==> config.mk <==
export PLATFORM = sky130hd
export DESIGN_NAME = xmit_arbiter
export DESIGN_NICKNAME = d
export VERILOG_FILES = /design/src/rtl/xmit_pkg.sv /design/src/rtl/xmit_arbiter_rr_pick.sv /design/src/rtl/xmit_arbiter.sv
export SDC_FILE = /design/constraint.sdc
export NUM_CORES = 1
export LEC_CHECK = 0
export ABC_AREA = 0
export BUFFER_PORTS_ARGS = -buffer_cell sky130_fd_sc_hd__buf_4
export CORE_MARGIN = 3
export CORE_UTILIZATION = 35
export CTS_CLUSTER_DIAMETER = 80
export DETAILED_ROUTE_END_ITERATION = 7
export GPL_ROUTABILITY_DRIVEN = 0
export GPL_TIMING_DRIVEN = 0
export PLACE_DENSITY = 0.7
export SLEW_MARGIN = 15
export SYNTH_ARGS = -nofsm -noshare
export SYNTH_HDL_FRONTEND = slang
export SYNTH_SLANG_ARGS = --single-unit
==> constraint.sdc <==
create_clock -name clock -period 1.9 [get_ports clock]
set_clock_uncertainty 0.15 [all_clocks]
set_input_delay 0 -clock clock [delete_from_list [all_inputs] [get_ports clock]]
set_output_delay 0 -clock clock [all_outputs]
set_load 0.02 [all_outputs]
==> src/rtl/xmit_pkg.sv <==
// Shared definitions for the transmitter arbiter and its round-robin picker.
package xmit_pkg;

  localparam int MAX_REQ    = 4;
  localparam int HOLD_CNT_W = 16;

  typedef enum logic [2:0] {
    ST_IDLE  = 3'd0,
    ST_SEND  = 3'd1,
    ST_GUARD = 3'd2,
    ST_DRAIN = 3'd3,
    ST_HOLD  = 3'd4
  } state_t;

endpackage

==> src/rtl/xmit_arbiter_rr_pick.sv <==
// Combinational round-robin picker: scans last_owner+1, last_owner+2, ...
// modulo NUM_REQ and returns the first asserting index.
module rr_pick
  import xmit_pkg::*;
#(
  parameter int NUM_REQ = 2
) (
  input  logic [NUM_REQ-1:0]         req,
  input  logic [$clog2(MAX_REQ)-1:0] last_owner,
  output logic [$clog2(MAX_REQ)-1:0] grant,
  output logic                       any
);

  // Walk the scan order backwards so the earliest candidate overwrites later ones.
  always_comb begin
    grant = '0;
    any   = 1'b0;
    for (int off = NUM_REQ; off >= 1; off--) begin
      if (req[(int'(last_owner) + off) % NUM_REQ]) begin
        grant = $clog2(MAX_REQ)'((int'(last_owner) + off) % NUM_REQ);
        any   = 1'b1;
      end
    end
  end

endmodule

==> src/rtl/xmit_arbiter.sv <==
// Shares the host transmitter between several word sources, one word per
// grant, with an optional per-requester burst lock.
//
//   state    | meaning
//   ---------+------------------------------------------------------------
//   ST_IDLE  | no transfer; grant round-robin when transmitter is free
//   ST_SEND  | send strobe and ack pulse for the latched word
//   ST_GUARD | one cycle ignoring busy (transmitter's busy lags a cycle)
//   ST_DRAIN | wait for the transmitter to go idle
//   ST_HOLD  | burst lock: only the current owner may issue the next word
module xmit_arbiter
  import xmit_pkg::*;
#(
  parameter int NUM_REQ      = 2,
  parameter int WIDTH        = 32,
  parameter int HOLD_TIMEOUT = 0
) (
  input  logic                     clock,
  input  logic                     reset,
  input  logic [NUM_REQ-1:0]       req,
  input  logic [NUM_REQ-1:0]       lock,
  input  logic [NUM_REQ*WIDTH-1:0] reqData,
  output logic [NUM_REQ-1:0]       ack,
  output logic [WIDTH-1:0]         dataOutput,
  output logic                     send,
  input  logic                     busy,
  output logic [1:0]               owner,
  output logic                     active
);

  localparam logic [HOLD_CNT_W-1:0] TIMEOUT_LAST =
    (HOLD_TIMEOUT == 0) ? '0 : HOLD_CNT_W'(HOLD_TIMEOUT - 1);
  localparam logic TIMEOUT_EN = (HOLD_TIMEOUT != 0);

  state_t                 state, state_n;
  logic [1:0]             owner_n;
  logic [1:0]             last_owner, last_owner_n;
  logic [WIDTH-1:0]       data_n;
  logic [HOLD_CNT_W-1:0]  hold_cnt, hold_cnt_n;
  logic [MAX_REQ-1:0]     req_ext, lock_ext;
  logic [WIDTH-1:0]       words [MAX_REQ];
  logic [1:0]             pick;
  logic                   pick_any;

  assign req_ext  = MAX_REQ'(req);
  assign lock_ext = MAX_REQ'(lock);

  // Unpack requester words; slots beyond NUM_REQ read as zero and are never granted.
  always_comb begin
    for (int i = 0; i < MAX_REQ; i++) words[i] = '0;
    for (int i = 0; i < NUM_REQ; i++) words[i] = reqData[i*WIDTH +: WIDTH];
  end

  rr_pick #(.NUM_REQ(NUM_REQ)) u_pick (
    .req        (req),
    .last_owner (last_owner),
    .grant      (pick),
    .any        (pick_any)
  );

  // Strobes are decoded straight from the state register, so reset clears them at once.
  assign send   = (state == ST_SEND);
  assign ack    = send ? NUM_REQ'(MAX_REQ'(1) << owner) : '0;
  assign active = (state != ST_IDLE);

  // Next-state, grant, data latch and hold-counter decisions.
  always_comb begin
    state_n      = state;
    owner_n      = owner;
    last_owner_n = last_owner;
    data_n       = dataOutput;
    hold_cnt_n   = hold_cnt;
    unique case (state)
      ST_IDLE: begin
        if (!busy && pick_any) begin
          owner_n = pick;
          data_n  = words[pick];
          state_n = ST_SEND;
        end
      end
      ST_SEND:  state_n = ST_GUARD;
      ST_GUARD: state_n = ST_DRAIN;
      ST_DRAIN: begin
        if (!busy) begin
          if (lock_ext[owner]) begin
            state_n    = ST_HOLD;
            hold_cnt_n = '0;
          end else begin
            state_n      = ST_IDLE;
            last_owner_n = owner;
          end
        end
      end
      ST_HOLD: begin
        if (req_ext[owner]) begin
          data_n     = words[owner];
          state_n    = ST_SEND;
          hold_cnt_n = '0;
        end else if (!lock_ext[owner]) begin
          state_n      = ST_IDLE;
          last_owner_n = owner;
        end else if (TIMEOUT_EN && (hold_cnt == TIMEOUT_LAST)) begin
          state_n      = ST_IDLE;
          last_owner_n = owner;
        end else if (hold_cnt != '1) begin
          hold_cnt_n = hold_cnt + 1'b1;
        end
      end
      default: state_n = ST_IDLE;
    endcase
  end

  // State and datapath registers; reset abandons any word in flight.
  always_ff @(posedge clock) begin
    if (reset) begin
      state      <= ST_IDLE;
      owner      <= '0;
      last_owner <= 2'(NUM_REQ - 1);
      dataOutput <= '0;
      hold_cnt   <= '0;
    end else begin
      state      <= state_n;
      owner      <= owner_n;
      last_owner <= last_owner_n;
      dataOutput <= data_n;
      hold_cnt   <= hold_cnt_n;
    end
  end

endmodule

Yosys cells after proc, flatten, opt, wreduce, memory -nomap -nowiden
Index checks and enable logic that the tools add are counted.
- flip-flop bits (word level): 39
- input port bits: 71
- logic and storage cells: 69
- add/sub/neg operators: 2
- magnitude comparators: 5
- equal/unequal tests: 9
- shifts and indexed selects: 1
- multiplexer cells: 34
- bitwise gates (word level): 4
- reduce and logical (&&, ||, !) cells: 10
- operator list (cell ; number):
    2-to-1 mux 32 bit ; 6
    binary-select mux 32 bit (select 2 bit) ; 2
    case mux 32 bit (2 select lines) ; 1
    2-to-1 mux 3 bit ; 5
    case mux 3 bit (5 select lines) ; 1
    2-to-1 mux 2 bit ; 6
    2-to-1 mux 1 bit ; 10
    less-than comparator 2 x 3 -> 1 bit, second input constant ; 3
    AND reduction 3 bit ; 3
    != test 2 bit, second input constant ; 4
    equality test 3 x 2 -> 1 bit, second input constant ; 2
    greater-or-equal comparator 3 bit, second input constant ; 2
    NOT 2 -> 3 bit ; 2
    binary-select mux 1 bit (select 2 bit) ; 2
    case mux 2 bit (2 select lines) ; 1
    nonzero test 2 bit ; 2
    equality test 3 x 1 -> 1 bit, second input constant ; 1
    equality test 3 bit, second input constant ; 1
    logical NOT 3 bit ; 1
    != test 3 bit, second input constant ; 1
    nonzero test 3 bit ; 1
    adder 1 bit, second input constant ; 2
    bitwise AND 1 bit, first input constant ; 2
    AND reduction 2 bit ; 1
    other kinds (3) ; 3

Logic depth before layout (Yosys ltp)
- depth after elaboration: 13
- depth in mapped cells: 7
- mapped depth without buffers: 4

Cells and area by module
Synthesis repeated with hierarchy kept, for this count alone.
- cells, all modules: 207
- area total of the unflattened synthesis: 2047.0 um2
- modules (own cells, without submodules) (module ; times used ; cells each ; area each (um2) ; seq. area each (um2)):
    xmit_arbiter ; 1 ; 203 ; 2021.9 ; 780.7
    rr_pick ; 1 ; 4 ; 25.0 ; 0.0

Worst setup path before layout
Ideal clock, no wire load.
- path kind: reg-to-reg
- from: register owner[0]
- to: register dataOutput[0]
- data arrival time: 1.874 ns
- setup slack: -0.194 ns
- stages on the path, launching flop included: 8
- path buffers: 3
- clock period less this slack: 2.094 ns
- path through: dfxtp_1 > clkbuf_1 > mux2i_1 > o32ai_4 > nor2_1 > buf_2 > buf_6 > o2bb2ai_1
- cells in the longest elaborated chain, start to end: 6
- ends and longest elaborated chain (what ; RTL line ; RTL):
    start: declaration ; xmit_arbiter.sv:27 ; output logic [1:0] owner,
    start signal: assignment ; xmit_arbiter.sv:123 ; owner <= owner_n;
    NOT 2 -> 3 bit (not written as such) ; xmit_arbiter.sv:96 ; data_n = words[owner];
    binary-select mux 32 bit (select 2 bit) ; xmit_arbiter.sv:96 ;
    2-to-1 mux 32 bit (not written as such) (2 in a row) ; xmit_arbiter.sv:96 ;
    2-to-1 mux 32 bit ; xmit_arbiter.sv:95 ; if (req_ext[owner]) begin
    case mux 32 bit (2 select lines) ; xmit_arbiter.sv:73 ; unique case (state)
    end signal: assignment ; xmit_arbiter.sv:125 ; dataOutput <= data_n;
    end: declaration ; xmit_arbiter.sv:24 ; output logic [WIDTH-1:0] dataOutput,
Parallel ways exist; a longest one is shown, timed or not. The select of a mux whose other input is x is not followed.
A chain may end at the register's enable or synchronous reset.

Worst setup path after layout
- from: register state[0]
- to: register dataOutput[8]
- cells in the longest elaborated chain, start to end: 3
- ends and longest elaborated chain (what ; RTL line ; RTL):
    start: declaration ; xmit_arbiter.sv:35 ; state_t state, state_n;
    start signal: assignment ; xmit_arbiter.sv:122 ; state <= state_n;
    equality test 3 bit or logical NOT 3 bit (tied branches) ; xmit_arbiter.sv:73 ;
    != test 2 bit (no source line) or nonzero test 2 bit (tied branches) ; n/a ;
    AND reduction 3 bit (no source line) ; n/a ;
Parallel ways exist; a longest one is shown, timed or not.

==> results by group <==
Outcome
  • Status: complete, but fails checks
  • Failing checks: negative setup slack

Drt
  • Vias: ~2100
  • Post-Route WL: ~8000 um
  • Drt first pass iters: 4
  • DR vias/cell: about 5.0
  • First DRT Iteration DRCs: 72
  • Remaining DRCs: 0
  • ANT nets after route: 0
  • DR WL/cell: 19.0 um

Die
  • Std cell rows: 24
  • Die H: 76.4 um
  • Die area: 5830 sq um
  • Core Area: between 4000 and 5000 sq um
  • Horiz. Die Dim: 76.4 um
  • I/O pins: 109
  • Initial Util: 38.0%

Run
  • Max-capacitance violation count: 0

CTS
  • CTS Sinks: 37
  • Clock Path Buffers: 2
  • Root buffer cell: clkbuf_8
  • CTS tree: done
  • Htree depth: 2
  • Cts bufs inserted: 5
  • Worst-skew pair later-pin latency: 0.29 ns
  • Clock transition at the registers of the reported paths: 0.07 ns

GRT
  • Congestion Overflow GR: 0
  • Global-route wire length before repair: 10400 um
  • Vias in the first global route: 2195
  • GRT Util Overall: 22.4%
  • Largest net degree at the start of global routing: 11
  • Initial antenna violation count: 1

STA
  • RSZ-0062 raised after global routing: yes
  • Final setup vio count: 30
  • Setup ws final: -0.0697 ns
  • Achievable Freq: 0.508 GHz
  • Final Hold Fails: 0
  • Slew margin rel.: between 60% and 70%
  • Fin Setup TNS: -0.935 ns
  • Hold_ws: 0.325 ns
  • Slew Limit Fails: 0
  • Final period util: 104%
  • Min Tclk post-route: between 1.5 and 2 ns
  • Worst-margin pin slew: about 0.52 ns

Yosys
  • Count leader, synth: dfxtp_1
  • Synth Instances: 155
  • Seq/Total Area, Yosys: a little over two fifths
  • Post-synth EDFFs: 0
  • Most frequent cells after synthesis: dfxtp_1 (37), mux2i_1 (34), o2bb2ai_1 (29)
  • Cell Area, Synth: 1730 sq um
  • Yosys top cell by area: dfxtp_1
  • Asr flop ratio synth: 0%
  • Distinct cells, synth: 34
  • Syn Area/Cell: ~11 sq um
  • Synth top area cells: dfxtp_1 (43%), mux2i_1 (20%), o2bb2ai_1 (15%)
  • Synth top area share: 42.7%
  • Ys Warns: 0
  • Top FF cell, synth: dfxtp_1
  • Syn Nets: 226
  • Yosys reg bits: 37

Placement
  • Port Buffers: 106
  • Placed wire-length estimate: 3720 um

Finish
  • Syn-to-layout area delta: 126%
  • Nets: roughly 420
  • Fin util: 85.8%
  • Layout cells sized above 1: about half

Power and ir drop
  • PnR Total Power: 2540 uW
  • Maximum vdd ir drop: 465 uV
  • P per Cell Area: 649 nW/um^2
  • LEAKAGE: roughly 0.0017 uW

Worst hold path
  • Worst hold path class: flip-flop to flip-flop
  • Hold Path Stages: 1

Setup path
  • CP required: 1.94 ns
  • Crit. End Element: flip-flop
  • CP startpoint kind: flip-flop
  • Kind of critical path: flip-flop to flip-flop
  • Path depth of the worst reg2reg path: 6
  • Crit Path Max Fanout: 10
  • WP data arrival: 2.00 ns
==> placed cells by master, fill, tap and decap left out, types with 2 or more instances in the layout <==
cell,netlist,final
o2bb2ai_2,0,15
nor2b_1,4,4
dfxtp_4,0,3
buf_6,3,5
clkbuf_8,0,6
o2bb2ai_4,0,2
o21ai_0,2,2
inv_1,2,2
mux2i_1,34,19
buf_12,0,5
buf_2,2,2
nand3_1,2,2
a21oi_1,2,2
mux2i_2,0,7
nor2_1,7,6
mux2i_4,1,9
buf_4,4,117
dfxtp_1,37,34
o2bb2ai_1,29,12
and2_1,2,2
dlygate4sd3_1,0,70
a211oi_1,3,3
==> layout make-up <==
class	instances	area, sq um
Multi-Input combinational cell	103	1160
Clock buffer	7	86.3
Buffer	12	135
Timing Repair Buffer	192	1690
Inverter	2	7.51
Antenna cell	1	2.50
Fill cell	236	649
Tap cell	65	81.3
Sequential cell	37	752
==> kinds of logic after synthesis <==
kind of cell              Yosys count  synth area share [%]
AOI/OAI and AO/OA                  43                  21.9
and+or+nand+nor                    22                  7.51
buffers and inverters              15                  5.56
muxes                              36                  21.6
other                               1                 0.216
DFF                                37                  42.7
xor gates and xnor gates            1                 0.506
==> registers in the layout, summed over array words and instances (netlist names) <==
register / flops
last_owner: 1
state: 3
owner: 1
dataOutput: 32
==> critical path, cell delays in order, from the launching register on <==
cell	delay (ns)
dfxtp_4	0.37
or3_4	0.39
o32ai_4	0.36
nor2_2	0.12
buf_6	0.17
buf_6	0.15
o2bb2ai_2	0.13
==> per-stage QoR <==
stage | instances | cell area (sq um) | worst slack [ns]
detailed placement | 326 | 2620 | -0.192
CTS | 415 | 3620 | -0.000000444
global placement | 326 | 2620 | -0.172
finish | 419 | 3920 | -0.0697
global route | 419 | 3920 | -0.118
floorplan | 155 | 1750 | -0.0322
==> power breakdown <==
part / total (uW) / switching, uW / internal, uW
registers: 928 / 66.2 / 862
clock network: 568 / 280 / 288
logic: 1050 / 470 / 575
==> path summary, 6_finish.rpt <==
check,startpoint,endpoint,slack [ns]
setup reg to reg,state[0],dataOutput[8],-0.07
hold / removal,dataOutput[25],dataOutput[25],0.32
hold reg to reg,dataOutput[25],dataOutput[25],0.32
setup / recovery,state[0],dataOutput[8],-0.07
==> metal layers <==
layer / up-vias / routed length (um) / GRT usage [%]
met5: - / 0 / 0
met4: 0 / 280 / 9.06
met3: 26 / 412 / 4.14
met2: 105 / 4430 / 45.4
met1: 981 / 2830 / 21.9
li1: 985 / - / -
==> what timing repair did <==
action | CTS | global route
buffers inserted | 11 | 3
hold endpoints to repair | 36 | 0
gates resized for setup | 19 | 48
setup endpoints to repair | 30 | 32
pin swaps | 4 | 4
hold buffers | 70 | 0
gates cloned | 2 | 0
No activity file was read; power rests on OpenSTA's default activity.
